### src/rtl/cordic_vectoring_iter.sv
// -----------------------------------------------------------------------------
// cordic_vectoring_iter
// Iterative vectoring-mode CORDIC: one micro-rotation per clock drives the
// vector (x, y) onto the positive x axis, accumulating the angle atan2(y, x)
// in z and leaving the CORDIC-gained magnitude in x.
//
// Ports
//   clk        clock
//   rst        asynchronous active-high reset
//   in_valid   input vector present
//   in_ready   block can accept a vector (high only in IDLE)
//   x_i, y_i   signed Q2.19 input vector components
//   out_valid  result valid (high only in DONE)
//   out_ready  consumer accepts result
//   angle_o    signed Q3.19 angle in radians, [-pi, pi]
//   mag_o      signed Q4.19 magnitude K*sqrt(x^2+y^2), K ~ 1.64676, uncompensated
// -----------------------------------------------------------------------------
module cordic_vectoring_iter #(
   parameter int WORD_LENGTH  = 21,
   parameter int N_ITERATIONS = 17
) (
   input  logic                          clk,
   input  logic                          rst,
   input  logic                          in_valid,
   output logic                          in_ready,
   input  logic signed [WORD_LENGTH-1:0] x_i,
   input  logic signed [WORD_LENGTH-1:0] y_i,
   output logic                          out_valid,
   input  logic                          out_ready,
   output logic signed [WORD_LENGTH:0]   angle_o,
   output logic signed [WORD_LENGTH+1:0] mag_o
);

   localparam int XW = WORD_LENGTH + 2;
   localparam int ZW = WORD_LENGTH + 1;
   localparam int IW = (N_ITERATIONS > 1) ? $clog2(N_ITERATIONS) : 1;

   localparam logic [IW-1:0]        LAST_ITER = IW'(N_ITERATIONS - 1);
   localparam logic signed [ZW-1:0] PI_2      = ZW'(823550);

   typedef enum logic [1:0] {IDLE, RUN, DONE} state_t;

   state_t                 state_q, state_d;
   logic signed [XW-1:0]   x_q, x_d;
   logic signed [XW-1:0]   y_q, y_d;
   logic signed [ZW-1:0]   z_q, z_d;
   logic [IW-1:0]          iter_q, iter_d;
   logic                   zero_flag_q, zero_flag_d;
   logic signed [ZW-1:0]   angle_q, angle_d;
   logic signed [XW-1:0]   mag_q, mag_d;

   logic signed [XW-1:0]   x_ext, y_ext;
   logic signed [XW-1:0]   x_sh, y_sh;
   logic signed [ZW-1:0]   alpha;

   // atan(2^-i) in Q2.19, matching the existing 17-entry CORDIC table
   function automatic logic signed [ZW-1:0] atan_lut(input int i);
      case (i)
         0:       atan_lut = ZW'(411775);
         1:       atan_lut = ZW'(243085);
         2:       atan_lut = ZW'(128439);
         3:       atan_lut = ZW'(65198);
         4:       atan_lut = ZW'(32725);
         5:       atan_lut = ZW'(16379);
         6:       atan_lut = ZW'(8191);
         7:       atan_lut = ZW'(4096);
         8:       atan_lut = ZW'(2048);
         9:       atan_lut = ZW'(1024);
         10:      atan_lut = ZW'(512);
         11:      atan_lut = ZW'(256);
         12:      atan_lut = ZW'(128);
         13:      atan_lut = ZW'(64);
         14:      atan_lut = ZW'(32);
         15:      atan_lut = ZW'(16);
         16:      atan_lut = ZW'(8);
         default: atan_lut = '0;
      endcase
   endfunction

   always_comb begin
      state_d     = state_q;
      x_d         = x_q;
      y_d         = y_q;
      z_d         = z_q;
      iter_d      = iter_q;
      zero_flag_d = zero_flag_q;
      angle_d     = angle_q;
      mag_d       = mag_q;

      // Two guard bits so that negating -2.0 and the ~1.65x gain cannot wrap
      x_ext = {{2{x_i[WORD_LENGTH-1]}}, x_i};
      y_ext = {{2{y_i[WORD_LENGTH-1]}}, y_i};
      x_sh  = x_q >>> iter_q;
      y_sh  = y_q >>> iter_q;
      alpha = atan_lut(int'(iter_q));

      case (state_q)
         IDLE: begin
            if (in_valid) begin
               // Pre-rotate by +/-90 degrees so iterations start in the right half-plane
               if (!x_i[WORD_LENGTH-1]) begin
                  x_d = x_ext;
                  y_d = y_ext;
                  z_d = '0;
               end else if (!y_i[WORD_LENGTH-1]) begin
                  x_d = y_ext;
                  y_d = -x_ext;
                  z_d = PI_2;
               end else begin
                  x_d = -y_ext;
                  y_d = x_ext;
                  z_d = -PI_2;
               end
               iter_d      = '0;
               zero_flag_d = (x_i == '0) && (y_i == '0);
               state_d     = RUN;
            end
         end
         RUN: begin
            if (!y_q[XW-1]) begin
               x_d = x_q + y_sh;
               y_d = y_q - x_sh;
               z_d = z_q + alpha;
            end else begin
               x_d = x_q - y_sh;
               y_d = y_q + x_sh;
               z_d = z_q - alpha;
            end
            if (iter_q == LAST_ITER) begin
               // Capture the final micro-rotation straight into the output registers
               angle_d = zero_flag_q ? '0 : z_d;
               mag_d   = zero_flag_q ? '0 : x_d;
               state_d = DONE;
            end else begin
               iter_d = iter_q + IW'(1);
            end
         end
         DONE: begin
            if (out_ready) state_d = IDLE;
         end
         default: state_d = IDLE;
      endcase
   end

   always_ff @(posedge clk or posedge rst) begin
      if (rst) begin
         state_q     <= IDLE;
         x_q         <= '0;
         y_q         <= '0;
         z_q         <= '0;
         iter_q      <= '0;
         zero_flag_q <= 1'b0;
         angle_q     <= '0;
         mag_q       <= '0;
      end else begin
         state_q     <= state_d;
         x_q         <= x_d;
         y_q         <= y_d;
         z_q         <= z_d;
         iter_q      <= iter_d;
         zero_flag_q <= zero_flag_d;
         angle_q     <= angle_d;
         mag_q       <= mag_d;
      end
   end

   assign in_ready  = (state_q == IDLE);
   assign out_valid = (state_q == DONE);
   assign angle_o   = angle_q;
   assign mag_o     = mag_q;

endmodule

### config.mk
export PLATFORM = sky130hd
export DESIGN_NAME = cordic_vectoring_iter
export DESIGN_NICKNAME = d
export VERILOG_FILES = /design/src/rtl/cordic_vectoring_iter.sv
export SDC_FILE = /design/constraint.sdc
export NUM_CORES = 1
export LEC_CHECK = 0
export BUFFER_PORTS_ARGS = -buffer_cell sky130_fd_sc_hd__buf_2
export CAP_MARGIN = 40
export CORE_UTILIZATION = 40
export DETAILED_ROUTE_END_ITERATION = 16
export SYNTH_ARGS = -nofsm -noshare
export SYNTH_HDL_FRONTEND = slang
export SYNTH_SLANG_ARGS = --single-unit
### constraint.sdc
create_clock -name clk -period 5.2 [get_ports clk]
set_clock_uncertainty 0.2 [all_clocks]
set_input_delay 1.04 -clock clk [delete_from_list [all_inputs] [get_ports clk]]
set_output_delay 1.04 -clock clk [all_outputs]
set_load 0.02 [all_outputs]
==> reports/qor.yml, run 1 <==
status: "finished, violations left"
violations: "setup timing"
synth_top_area_share_pct: 22.0
wl_mm: 56.1
nets: 2173
rsz0062_at_grt: "true"
die_area_um2: 35200
grt_pass1_wl_mm: 85.0
path_clk_slew_ns: 0.07
crit_path_start_kind: "flip-flop"
grt_max_degree: 63
critPathArrivalTime_ns: 5.44
via_per_inst: 6.07
fmax_mhz: 188
critPathMaxFanout: 6
min_period_over_period_pct: 102
grt_antenna_before_repair: 0
cts_tree: "built"
drc: 0
critPathMaxStageDelay_ns: 0.52
endpoint: "mag_o[20]"
yosysTopAreaCell: "dfrtp_1"
synth-seq-cells: 121
dp_slack_ns: -0.461
worstPathRequired_ns: 5.32
portBuffers: 92
cpMostUsedCell: "buf_4"
grt.overflow.total: 0
ant_nets: 0
worst_pin_slew_ns: 1.06
io_pins: 93
synth.distinct_cells: 84
syn_area_um2: 13800
worst_slack_ns: -0.117
cts_hold_buf: 0
die_width_um: 188
drtIter0Drc: 1169
slowest_stage: "mux4_2"
drv_slew: 0
clock-root-buffer: "clkbuf_16"
grt_pass1_vias: 14900
hold_viol: 0
grt_util_all_layers_pct: 31.2
setup_viol: 20
slew_headroom_pct: 29.1
synth_edf_count: 0
vias: 15200
num_rows: 67
hpwlAfterDp_mm: 42.2
final_layout_size_suffix_gt1_share_pct: 39.5
hp-class: "reg2reg"
insertion_delay_ns: 0.44
r2r_setup_slack_ns: -0.12
r2r_start: "iter_q[0]"
criticalPathCategory: "reg2reg"
yosysSeqAreaShare_pct: 22.0
numCtsBuffers: 17
area_growth_pct: 39.9
synth_area_leaders: "dfrtp_1 22%, ha_1 7.7%, mux4_2 7.2%"
die_h_um: 188
clock_path_buffers: 2
end_kind: "flip-flop"
first_pass_iters: 6
synthArstFlopShare_pct: 100
routabilityCongestion: 1.03
maxCapViolCount: 0
crit_path_start: "iter_q[0]"
layout_min_cycle_time_ns: 5.32
syn_inst: 1627
coreArea_um2: 33700
yosys_warnings: 0
synth-main-ff-cell: "dfrtp_1"
wire_per_inst_um: 22.5
syn_area_per_cell_um2: 8.47
initial_utilization_pct: 40.9
cts_max_level: 4
reg2reg_depth: 23
antenna-diode-count: 0
path_cells: "buf_12, mux2_2, o211ai_1, o221ai_2, mux4_2, inv_2, ha_4, o211ai_1, buf_4, a211o_1, or2_4, xor2_2, o22ai_2, ha_1, buf_4, a31o_4, a31oi_4, a21o_1, buf_4, o21ai_2, xor2_2, buf_4, a22o_1"
synth_nets: 1761
r2r-end: "mag_o[20]"
clock-sinks: 121
## critical path, delay by kind of cell (launching register included)
kind,cells,cell delay [ns]
buf+inv,6,0.83
simple gates,1,0.28
mux,2,0.87
fa+ha+maj,2,0.44
flops,1,0.38
xor+xnor,2,0.35
compound gates,10,1.84
## flip-flops by register name (all words and copies together), names as in the netlist
| register | flops |
|---|---|
| angle_o | 22 |
| iter_q | 5 |
| mag_o | 23 |
| state_q | 2 |
| x_q | 23 |
| y_q | 23 |
| z_q | 22 |
| zero_flag_q | 1 |
## layout make-up
class | instances | area, um2
fill | 3066 | 14400
sequential | 121 | 3030
clock inverter | 12 | 140
tap | 448 | 561
clock buffer | 20 | 467
inverter | 53 | 208
timing repair buffer | 499 | 3790
multi-input combinational | 1347 | 11100
## routing by layer
layer	up-vias	part of all wire [%]	GRT usage, %
li1	6952	-	-
met2	662	47	51.2
met3	164	6.3	4.79
met5	-	0	0
met4	0	5.4	16.7
met1	7387	41	39.5
## synthesized netlist by cell type (10+ instances only)
| cell | count |
|---|---|
| a21oi_1 | 154 |
| nor2_1 | 149 |
| dfrtp_1 | 121 |
| nand2_1 | 113 |
| o21ai_0 | 102 |
| ha_1 | 85 |
| xnor2_1 | 78 |
| clkbuf_1 | 73 |
| xor2_1 | 57 |
| inv_1 | 50 |
| mux4_2 | 44 |
| mux2_2 | 38 |
| mux2i_1 | 38 |
| a22o_1 | 37 |
| o22ai_1 | 35 |
| nand3_1 | 29 |
| a21o_1 | 28 |
| nor3_1 | 28 |
| a221o_1 | 24 |
| a31oi_1 | 20 |
| nand2b_1 | 19 |
| and2_1 | 18 |
| o31ai_1 | 18 |
| a211oi_1 | 17 |
| buf_1 | 13 |
| buf_2 | 13 |
| or3_1 | 13 |
| nor2b_1 | 12 |
| o211ai_1 | 12 |
| o21a_1 | 12 |
| a221oi_1 | 10 |
| and3_1 | 10 |
| or2_2 | 10 |
## cells by family after synthesis
kind of cell,after synthesis,share of synthesized area (%)
flip-flops,121,22.0
buffers and inverters,159,4.72
adder cells (fa/ha/maj),88,8.16
multiplexers,127,14.4
XOR/XNOR,136,8.75
AO/OA/AOI/OAI,557,26.8
AND/OR/NAND/NOR,439,15.2
## placed cells by master (no fill, tap or decap), types with 12 or more instances in the layout
master | netlist | layout
a211oi_1 | 17 | 13
a21o_1 | 28 | 28
a21oi_1 | 154 | 121
a21oi_2 | 1 | 31
a221o_1 | 24 | 24
a22o_1 | 37 | 37
a31oi_1 | 20 | 15
and2_1 | 18 | 12
buf_2 | 13 | 93
buf_4 | 4 | 371
buf_6 | 3 | 19
clkbuf_16 | 0 | 18
dfrtp_1 | 121 | 117
ha_1 | 85 | 75
inv_1 | 50 | 44
mux2_2 | 38 | 36
mux2i_1 | 38 | 36
mux4_2 | 44 | 51
nand2_1 | 113 | 109
nand2b_1 | 19 | 17
nand3_1 | 29 | 27
nor2_1 | 149 | 136
nor3_1 | 28 | 22
o211ai_1 | 12 | 12
o21ai_0 | 102 | 78
o21ai_1 | 2 | 14
o22ai_1 | 35 | 32
o31ai_1 | 18 | 18
or3_1 | 13 | 12
xnor2_1 | 78 | 68
xor2_1 | 57 | 51
## metrics by stage
| step | instance area, um2 | cells | setup TNS, ns | hold WS (ns) | util [%] |
|---|---|---|---|---|---|
| 2_1_floorplan | 13800 | 1627 | -0.121 | 0.266 | - |
| 3_3_place_gp | 17000 | 2406 | -7.26 | 0.258 | 50.5 |
| 3_5_place_dp | 17100 | 2409 | -9.19 | 0.267 | 50.7 |
| 4_1_cts | 18400 | 2474 | -0.614 | 0.279 | 54.6 |
| 5_1_grt | 19300 | 2500 | -7.68 | 0.310 | 57.2 |
| 6_report | 19300 | 2500 | -1.16 | 0.273 | 57.2 |
## what timing repair did
item / 4_1_cts / 5_1_grt
cloned: 0 / 1
setup endpoints to repair: 46 / 54
resized for setup: 110 / 135
pin swaps: 54 / 88
buffers inserted: 34 / 27
## worst min path at each step
stage	startpoint	endpoint	depth (start not counted)
2_1_floorplan	z_q[2]	z_q[2]	1
3_3_place_gp	mag_o[1]	mag_o[1]	2
3_5_place_dp	mag_o[2]	mag_o[2]	2
4_1_cts	mag_o[2]	mag_o[2]	2
5_1_grt	mag_o[4]	mag_o[4]	2
6_report	mag_o[2]	mag_o[2]	2
Power of run 1 is left out: the tool's default activity adds up to more than one toggle a clock period on the data nets, which glitch-free logic cannot reach.
==> run 2, diff against run 1 <==
Settings changed: CELL_PAD_IN_SITES_DETAIL_PLACEMENT set to 0, CELL_PAD_IN_SITES_GLOBAL_PLACEMENT set to 2, CORE_UTILIZATION 40 to 35, PLACE_DENSITY_LB_ADDON set to 0.1.
==> run 2 against run 1 <==
Wire length increased by 7.7%. Register-to-register slack got worse by 0.08 ns. Die area increased by 14%. Sequential cell count unchanged. Critical path type unchanged. First-iteration DRC count decreased by 13%. Count of clock-buffer cells in the layout unchanged. Highest routed layer unchanged. The flow still finishes with violations (setup timing). Cell area increased by 0.67%. Global-route usage decreased by 1.4 points. Via count decreased by 1.7%. Utilization decreased by 7.1 points. Worst setup slack got worse by 0.078 ns.
==> reports/qor.yml, run 2 (same netlist as run 1, synthesis figures left out) <==
grt_pass1_wl_mm: 89.6
critPathMaxStageDelay_ns: 0.53
nFillCells: 3778
initial_utilization_pct: 35.6
die_width_um: 200
grt_antenna_before_repair: 0
min_period_over_period_pct: 104
clock-root-buffer: "clkbuf_16"
violations: "setup timing"
hold_viol: 0
hpwlAfterDp_mm: 46.1
critPathMaxFanout: 3
die_h_um: 200
hp-start: "mag_o[2]"
grt.overflow.total: 0
r2r_start: "iter_q[0]"
via_per_inst: 5.75
cts_tree: "built"
slew_headroom_pct: 38.4
layout_min_cycle_time_ns: 5.39
routabilityCongestion: 0.953
wl_mm: 60.5
r2r-end: "mag_o[22]"
crit_path_start_kind: "flip-flop"
insertion_delay_ns: 0.49
vias: 14900
cts_max_level: 4
path_clk_slew_ns: 0.06
wire_per_inst_um: 23.3
worstPathRequired_ns: 5.38
clock-sinks: 121
worst_slack_ns: -0.194
hp-class: "reg2reg"
status: "finished, violations left"
maxCapViolCount: 0
numCtsBuffers: 17
grt_util_all_layers_pct: 29.8
portBuffers: 92
antenna-diode-count: 0
final_layout_size_suffix_gt1_share_pct: 39.4
ant_nets: 0
io_pins: 93
whs_path_depth: 2
end_kind: "flip-flop"
nets: 2195
area_growth_pct: 40.8
mostFrequentLayoutCells: "398 x buf_4, 140 x nor2_1, 123 x a21oi_1"
worst_pin_slew_ns: 0.924
drtIter0Drc: 1012
grt_pass1_vias: 14500
whs_endpoint: "mag_o[2]"
num_rows: 72
criticalPathCategory: "reg2reg"
grt_max_degree: 60
rsz0062_at_grt: "true"
drv_slew: 0
fmax_mhz: 185
coreArea_um2: 38700
critPathArrivalTime_ns: 5.58
setup_viol: 25
slowest_stage: "mux4_2"
first_pass_iters: 5
dp_slack_ns: -0.448
drc: 0
reg2reg_depth: 26
final_common_cell: "buf_4"
clock_path_buffers: 2
die_area_um2: 40200
r2r_setup_slack_ns: -0.19
[run 2: cell type report]
class	instances	area, um2	area share (%)
inverter	53	208	1.07
clock buffer	20	457	2.36
tap	518	648	3.34
multi-input combinational	1347	11000	56.6
sequential	121	3030	15.6
clock inverter	12	188	0.968
timing repair buffer	521	3880	20.0
[run 2: what timing repair did]
item / in CTS / in global routing
pin swaps: 42 / 115
hold buffers: 0 / 0
gates resized for setup: 76 / 144
setup buffers: 32 / 32
setup endpoints to repair: 42 / 56
[run 2: how the worst max path moves through the flow]
stage / start / slack [ns] / end
6_report: iter_q[0] / -0.19 / mag_o[22]
5_1_grt: iter_q[1] / -0.44 / mag_o[22]
4_1_cts: iter_q[1] / -0.17 / mag_o[22]
3_5_place_dp: iter_q[1] / -0.45 / x_q[16]
3_3_place_gp: iter_q[1] / -0.45 / x_q[16]
2_1_floorplan: iter_q[1] / -0.06 / mag_o[22]
[run 2: routing by layer]
metal | global-route usage (%) | routed length, um | up-vias
li1 | - | - | 6990
met1 | 38.9 | 26100 | 7334
met2 | 48.8 | 28900 | 491
met3 | 5.03 | 3420 | 87
met4 | 12.1 | 2030 | 0
met5 | 0 | 0 | -
[run 2: worst max-delay path: cells and delay by family (launching register included)]
family | cells | cell delay [ns]
fa+ha+maj | 2 | 0.30
flops | 1 | 0.40
mux | 2 | 0.87
compound gates | 14 | 2.51
simple gates | 4 | 0.56
buf+inv | 3 | 0.33
xor+xnor | 1 | 0.10
[run 2: per-stage QoR]
stage	instance area (um2)	instances	TNS, ns	hold slack (ns)	utilization, %
2_1_floorplan	13800	1627	-0.121	0.266	-
3_3_place_gp	17300	2503	-8.58	0.259	44.8
3_5_place_dp	17400	2505	-8.72	0.265	44.9
4_1_cts	18600	2569	-0.950	0.279	47.9
5_1_grt	19400	2592	-9.96	0.310	50.1
6_report	19400	2592	-2.26	0.274	50.1
Power of run 2 is left out for the same reason.
